[config.mk]
export PLATFORM = sky130hd
export DESIGN_NAME = axi_rd_arbiter
export DESIGN_NICKNAME = d
export VERILOG_FILES = /design/src/rtl/axi_rd_arb_pkg.sv /design/src/rtl/axi_rd_arb_grant.sv /design/src/rtl/axi_rd_arbiter.sv
export SDC_FILE = /design/constraint.sdc
export NUM_CORES = 1
export LEC_CHECK = 0
export BUFFER_PORTS_ARGS = -buffer_cell sky130_fd_sc_hd__buf_2
export CORE_AREA = 10 10 139 141
export DETAILED_ROUTE_END_ITERATION = 10
export DIE_AREA = 0 0 149 151
export SYNTH_ARGS = -nofsm -noshare
export SYNTH_HDL_FRONTEND = slang
export SYNTH_SLANG_ARGS = --single-unit
[constraint.sdc]
create_clock -name clock -period 2 [get_ports clock]
set_input_delay 0.1 -clock clock [delete_from_list [all_inputs] [get_ports clock]]
set_output_delay 0.1 -clock clock [all_outputs]
set_load 0.01 [all_outputs]
[src/rtl/axi_rd_arb_pkg.sv]
// Shared types and constants for the two-master AXI4 read arbiter.
package axi_rd_arb_pkg;

   localparam int ID_W   = 4;
   localparam int ADDR_W = 32;
   localparam int DATA_W = 64;

   // AR payload, MSB first: {arid, arlen, arsize, arburst, araddr} = 49 bits
   typedef struct packed {
      logic [ID_W-1:0]   arid;
      logic [7:0]        arlen;
      logic [2:0]        arsize;
      logic [1:0]        arburst;
      logic [ADDR_W-1:0] araddr;
   } ar_t;

   // R payload, MSB first: {rid, rresp, rlast, rdata} = 71 bits
   typedef struct packed {
      logic [ID_W-1:0]   rid;
      logic [1:0]        rresp;
      logic              rlast;
      logic [DATA_W-1:0] rdata;
   } r_t;

   typedef enum logic [1:0] {
      IDLE   = 2'd0,
      OWN_M0 = 2'd1,
      OWN_M1 = 2'd2
   } state_t;

   localparam logic M0 = 1'b0;
   localparam logic M1 = 1'b1;

   localparam logic [1:0] BURST_FIXED = 2'b00;
   localparam logic [1:0] BURST_INCR  = 2'b01;

endpackage

[src/rtl/axi_rd_arb_grant.sv]
// Winner select for the read arbiter (combinational).
// Build option ARB_ROUND_ROBIN_EN: with both masters requesting, grant the
// one that did not win last time. Without it, M1 (LSU) always wins.
module axi_rd_arb_grant
   import axi_rd_arb_pkg::*;
(
   input  logic [1:0] req,
   input  logic       last_grant,
   output logic       grant
);

`ifdef ARB_ROUND_ROBIN_EN
   // alternate on contention, otherwise the lone requester wins
   always_comb begin
      grant = M0;
      if (&req)
         grant = ~last_grant;
      else if (req[1])
         grant = M1;
   end
`else
   logic unused_last_grant;
   assign unused_last_grant = last_grant;
   assign grant             = req[1] ? M1 : M0;
`endif

endmodule

[src/rtl/axi_rd_arbiter.sv]
// Two-master to one-slave AXI4 read-channel arbiter, one transaction in flight.
// The grant is held from arbitration until the rlast beat completes; all
// handshake signals decode from the state, payloads pass through unregistered.
// Build option ARB_ROUND_ROBIN_EN selects round-robin instead of M1 priority.
module axi_rd_arbiter
   import axi_rd_arb_pkg::*;
#(
   parameter int AW  = 32,
   parameter int DW  = 64,
   parameter int IDW = 4,
   localparam int ARW = IDW + 8 + 3 + 2 + AW,
   localparam int RW  = IDW + 2 + 1 + DW
) (
   input  logic           clock,
   input  logic           rst_n,
   input  logic           m0_arvalid,
   output logic           m0_arready,
   input  logic [ARW-1:0] m0_ar,
   output logic           m0_rvalid,
   input  logic           m0_rready,
   output logic [RW-1:0]  m0_r,
   input  logic           m1_arvalid,
   output logic           m1_arready,
   input  logic [ARW-1:0] m1_ar,
   output logic           m1_rvalid,
   input  logic           m1_rready,
   output logic [RW-1:0]  m1_r,
   output logic           s_arvalid,
   input  logic           s_arready,
   output logic [ARW-1:0] s_ar,
   input  logic           s_rvalid,
   output logic           s_rready,
   input  logic [RW-1:0]  s_r,
   output logic           arb_err
);

   state_t         state;
   logic           ar_done;
   logic [7:0]     beat_cnt;
   logic [7:0]     len_q;
   logic           last_grant;

   logic           grant;
   logic           own0, own1, owned;
   logic           own_arvalid, own_rready;
   logic [ARW-1:0] own_ar;
   logic           ar_hs, r_hs;
   logic [7:0]     cur_idx, cur_len;

   axi_rd_arb_grant u_grant (
      .req        ({m1_arvalid, m0_arvalid}),
      .last_grant (last_grant),
      .grant      (grant)
   );

   assign own0  = (state == OWN_M0);
   assign own1  = (state == OWN_M1);
   assign owned = own0 | own1;

   assign own_arvalid = own1 ? m1_arvalid : m0_arvalid;
   assign own_ar      = own1 ? m1_ar      : m0_ar;
   assign own_rready  = own1 ? m1_rready  : m0_rready;

   // AR channel: open only to the owner, and only until its handshake
   assign s_arvalid  = owned & ~ar_done & own_arvalid;
   assign s_ar       = owned ? own_ar : '0;
   assign m0_arready = own0 & ~ar_done & s_arready;
   assign m1_arready = own1 & ~ar_done & s_arready;

   // R channel: open from grant on, so a beat in the AR handshake cycle is legal
   assign s_rready  = owned & own_rready;
   assign m0_rvalid = own0 & s_rvalid;
   assign m1_rvalid = own1 & s_rvalid;
   assign m0_r      = own0 ? s_r : '0;
   assign m1_r      = own1 ? s_r : '0;

   assign ar_hs = s_arvalid & s_arready;
   assign r_hs  = s_rvalid & s_rready;

   // a beat coinciding with the AR handshake is beat 0 of the new arlen
   assign cur_idx = ar_hs ? 8'd0 : beat_cnt;
   assign cur_len = ar_hs ? s_ar[AW+5 +: 8] : len_q;

   // arbitration FSM with beat counting and the rlast consistency check
   always_ff @(posedge clock) begin
      if (!rst_n) begin
         state      <= IDLE;
         ar_done    <= 1'b0;
         beat_cnt   <= 8'd0;
         len_q      <= 8'd0;
         last_grant <= M1;
         arb_err    <= 1'b0;
      end else begin
         arb_err <= 1'b0;
         case (state)
            IDLE: begin
               if (m0_arvalid | m1_arvalid)
                  state <= (grant == M1) ? OWN_M1 : OWN_M0;
            end
            default: begin
               if (ar_hs) begin
                  ar_done  <= 1'b1;
                  len_q    <= s_ar[AW+5 +: 8];
                  beat_cnt <= 8'd0;
               end
               if (r_hs) begin
                  beat_cnt <= cur_idx + 8'd1;
                  if (s_r[DW]) begin
                     state      <= IDLE;
                     ar_done    <= 1'b0;
                     last_grant <= own1 ? M1 : M0;
                     arb_err    <= (cur_idx != cur_len);
                  end else begin
                     arb_err    <= (cur_idx == cur_len);
                  end
               end
            end
         endcase
      end
   end

endmodule

==> Word level (Yosys, flattened, before mapping) <==
Index checks and enable logic that the tools add are counted.
{ "word_totals": {"word_cells": 51, "output_inout_bits": 198, "regBits": 20} }
{ "op_classes": {"eq_ne": 5, "bitwise": 16, "addsub": 1, "n_mux": 19, "n_reduce_logical": 5} }
{ "op_table": {"columns": ["op", "count"], "rows": [
  ["two-way mux 71 bit", 2],
  ["two-way mux 49 bit", 2],
  ["two-way mux 8 bit", 3],
  ["bitwise AND 1 bit", 11],
  ["two-way mux 2 bit", 5],
  ["adder 8 x 1 -> 8 bit (second input constant)", 1],
  ["equality test 8 bit", 1],
  ["inequality test 8 bit", 1],
  ["two-way mux 1 bit", 7],
  ["nonzero test 2 bit", 2],
  ["NOT 1 bit", 3],
  ["AND reduction 3 bit", 1],
  ["OR reduction 3 bit", 1],
  ["equality test 2 x 1 -> 1 bit (second input constant)", 1],
  ["equality test 2 bit (second input constant)", 1],
  ["zero test 2 bit", 1],
  ["inequality test 2 bit (second input constant)", 1],
  ["OR 1 bit", 2]
]} }

==> Longest topological paths before layout <==
{ "logic_depth": {"depth_word": 8, "ltp_mapped": 12, "ltp_nobuf": 11} }

==> Hierarchy <==
A second synthesis with hierarchy kept.
{ "hier_totals": {"cells_unflattened": 407, "area_unflattened_um2": 2977.9} }
{ "by_module_without_submodules": {"columns": ["mod", "cells_each", "area_each_um2", "n_inst"], "rows": [
  ["axi_rd_arbiter", 406, 2970.3, 1],
  ["axi_rd_arb_grant", 1, 7.5, 1]
]} }

==> Worst setup path before layout <==
No wires, ideal clock.
{ "synth_path": {"kind": "register -> register", "startpoint": "register state[0]", "endpoint": "register beat_cnt[6]", "path_slack_ns": -0.192, "path_stages_with_launch": 13, "period_less_slack_ns": 2.192, "arrival_ns": 2.078, "n_path_buf": 1, "required_ns": 1.885, "setup_time_ns": 0.115, "cell_sequence": "dfxtp_1 > inv_1 > ha_1 > buf_6 > mux2_4 > nand3_1 > and2_1 > ha_1 > nand3_1 > nor2_1 > a21o_1 > a21boi_0 > o21a_1"} }
{ "synth_between": {"elab_chain_len": 8} }
{ "synth_rtl": {"columns": ["item", "line", "rtl"], "rows": [
  ["start: declaration", "axi_rd_arbiter.sv:37", "state_t state;"],
  ["start signal: assignment", "axi_rd_arbiter.sv:98", "state <= (grant == M1) ? OWN_M1 : OWN_M0;"],
  ["equality test 2 x 1 -> 1 bit / equality test 2 bit (equally long branches)", "axi_rd_arbiter.sv:56, axi_rd_arbiter.sv:57", null],
  ["OR 1 bit", "axi_rd_arbiter.sv:58", "assign owned = own0 | own1;"],
  ["bitwise AND 1 bit (2 in series)", "axi_rd_arbiter.sv:65", "assign s_arvalid = owned & ~ar_done & own_arvalid;"],
  ["bitwise AND 1 bit", "axi_rd_arbiter.sv:77", "assign ar_hs = s_arvalid & s_arready;"],
  ["two-way mux 8 bit", null, null],
  ["adder 8 x 1 -> 8 bit", "axi_rd_arbiter.sv:107", "beat_cnt <= cur_idx + 8'd1;"],
  ["two-way mux 8 bit", "axi_rd_arbiter.sv:106", "if (r_hs) begin"],
  ["end signal: assignment", "axi_rd_arbiter.sv:107", null],
  ["end: declaration", "axi_rd_arbiter.sv:39", "logic [7:0] beat_cnt;"]
]} }
Several ways; a longest one is shown, not always the timed one.
A chain may end at the register's enable or synchronous reset.

==> Final worst setup path <==
Same ends and word-level chain as after synthesis.

==> out/results.ini <==
[grt]
grt_max_degree = 74
grt_antenna_before_repair = 1
grt_pass1_wl_um = 26940
overflow = 0
grtUsageTotal_pct = 15.33
grt_pass1_vias = 4266

[timing]
min_period_ns = 1.943
skew_ns = 0.003687
slew_violations = 0
clock.fmax_ghz = 0.5147
finalSetupViolCount = 0
worstMarginPinSlew_ns = 0.5885
fin_ws_ns = 0.05700
min_period_over_period_pct = 97.15
hold_ws_ns = 0.1336
rsz0062_at_grt = true
finalHoldViolCount = 0
finalSetupTns_ns = 0
maxSlewHeadroom_pct = 60.77

[placed_design]
dp_slack_ns = -0.009294
io_buffers = 374
place_congestion = 0.9044
dpl-instance-area_um2 = 5206
dp_hpwl_um = 16510

[worst_setup_path]
crit_path_start_kind = flip-flop
cpMaxStageDelayCell = dfxtp_4
r2r-end = beat_cnt[6]$_SDFFE_PN0N_
end_kind = flip-flop
reg2reg_slack_ns = 0.06
critPathMaxFanout = 4
crit_type = flip-flop to flip-flop
rr_worst_depth = 11
slowest_delay_ns = 0.38
cp_data_required_time_ns = 2.15
crit_arrival_ns = 2.09
crit_chain = inv_4, ha_4, mux2_4, nand3_4, and2_4, ha_4, nand3_4, nor2_2, a21o_1, a21boi_0, o21a_1
timing.rr.start = state[0]$_SDFFE_PN0P_

[cts]
numClockSinks = 20
clockRootBuffer = clkbuf_16
cts_made_buffers = 3
ctsHtreeMaxLevel = 1
tritoncts = yes
clkLatencyLatePin_ns = 0.25
cts_hold_buf = 0
clkTransAtPathRegs_ns = 0.06
cts_buffer_depth = 2

[detailed_routing]
vias_per_cell = 4.195
ant_nets = 0
drt_iter0_drc = 179
dr_total_vias = 4191
wl_per_cell_um = 19.03
routed_wirelength_um = 19010
dr.pass1.iters = 4
drcViolationCount = 0

[die]
io_pins = 375
die_area_um2 = 22500
core_region_area_um2 = 16470
start_util_pct = 18.36
die_w_um = 149
rows = 47
die_y_um = 151

[layout]
final_net_count = 961
regArea_um2 = 405.4
final_cell_mix = buf_2, and2_1, nor2b_1, mux2i_1, nand2_1
final_common_cell = buf_2
fillers = 1801
final_cell_area_um2 = 5353
multi_input_area_um2 = 2550
drive_gt1_share_pct = 53.08
syn_to_final_growth_pct = 77.07

[synth]
ys_seq_area_share_pct = 13.25
synth_top_family_by_area = simple AND/OR/NAND/NOR gates
synth_warnings = 0
syn-instance-count = 417
synth_compound_area_share_pct = 5.588
synth_cell_type_count = 33
syn_nets = 599
syn_area_per_cell_um2 = 7.249
yosys.area_share.simple_pct = 53.81
synthAdderAreaFrac_pct = 2.070
muxShareOfSynthArea_pct = 17.05
synth-xor-area-share_pct = 3.187
ys_seq_elements = 20
syn_area_um2 = 3023

[status]
status = complete, no violations

[power_and_ir_drop]
peakVddDrop_mv = 0.2395
power.static_leakage_nw = 2.956
p_total_mw = 2.254
p_per_area_nw_per_um2 = 421.2

[hold_path]
min_path_type = input pin to flip-flop
whs_endpoint = state[0]$_SDFFE_PN0P_
hp-start = m0_arvalid
whs_path_depth = 3

[run]
drv_cap = 0

[Yosys cell counts]
cell        n  area [um^2]
nor2b_1    52        325.3
nand4b_1    1        8.760
mux2_4      1        15.01
nor3_1      5        25.02
ha_1        5        62.56
o21ai_0     3        15.01
dfxtp_1    20        400.4
buf_6       2        22.52
o211a_1     1        10.01
a311oi_1    1        8.760
a21oi_1     3        15.01
or2_2       1        6.260
a21boi_0   11        82.58
a21o_1      2        15.01
and3_4      1        11.26
nor3b_1     1        7.510
nor2_1      8        30.03
o21a_1      2        15.01
nor4_4      2        42.54
nor4_1      3        18.77
xnor2_1    10        87.58
nand4_1     3        18.77
mux2i_1    50        500.5
and2_1    151        944.7
clkbuf_1   26        97.59
xor2_1      1        8.760
buf_2       5        25.02
nand3b_1    3        22.52
nand3_1     7        35.03
nand2_1    32        120.1
inv_1       2        7.510
and4b_1     1        10.01
a22oi_1     1        7.510
[cells by family after synthesis]
logic type / Yosys count
flip-flops: 20
AND/OR/NAND/NOR: 271
XOR/XNOR: 11
buffers and inverters: 35
AO/OA/AOI/OAI: 24
multiplexers: 51
adder cells (fa/ha/maj): 5
[critical path, delay by kind of cell, from the launching register on]
kind	cells	cell delay, ns
compound gates	3	0.36
buf+inv	1	0.05
fa+ha+maj	2	0.30
simple gates	4	0.41
mux	1	0.33
flops	1	0.38
[what timing repair did]
action / CTS / global route
buffers inserted: 1 / 0
gates resized for setup: 5 / 7
endpoints found under the hold margin: 0 / 0
setup endpoints to repair: 108 / 37
pin swaps: 1 / 1
gates cloned: 0 / 0
[sequential cells by signal, summed over array words and instances, names as in the netlist]
| signal | flops |
|---|---|
| state | 2 |
| arb_err | 1 |
| beat_cnt | 8 |
| ar_done | 1 |
| len_q | 8 |
[stage by stage]
stage	std cells	util, %
2_1_floorplan	417	-
3_3_place_gp	993	31.62
3_5_place_dp	993	31.62
4_1_cts	998	32.36
5_1_grt	999	32.51
6_report	999	32.51
[layer usage]
layer  vias up  GRT usage, %  part of all wire [%]
met3        12         6.265                    10
met2       201         26.69                    49
met1      1911         17.79                    40
met5         -             0                     0
li1       2067             -                     -
met4         0         1.570                  0.77
[final cells by class]
type,count,share of cell area (%)
clock buffer,4,1.660
sequential,20,7.574
tap,220,5.143
antenna,1,0.04675
inverter,2,0.1870
multi-input combinational,362,47.64
timing repair buffer,390,37.75
[how the worst max path moves through the flow]
stage | start | slack (ns) | to
3_5_place_dp | state[1]$_SDFFE_PN0P_ | -0.009 | beat_cnt[0]$_SDFFE_PN0N_
2_1_floorplan | state[0]$_SDFFE_PN0P_ | 0.005 | beat_cnt[6]$_SDFFE_PN0N_
5_1_grt | state[1]$_SDFFE_PN0P_ | -0.04 | beat_cnt[6]$_SDFFE_PN0N_
3_3_place_gp | state[1]$_SDFFE_PN0P_ | -0.01 | beat_cnt[0]$_SDFFE_PN0N_
6_report | state[0]$_SDFFE_PN0P_ | 0.06 | beat_cnt[6]$_SDFFE_PN0N_
4_1_cts | state[1]$_SDFFE_PN0P_ | -0.007 | s_ar[38]
[report_power, final]
part / internal (mW) / switching [mW]
combinational: 0.646 / 0.727
sequential: 0.406 / 0.00947
clock: 0.305 / 0.160
total: 1.36 / 0.896
No activity file was read; power rests on OpenSTA's default activity.
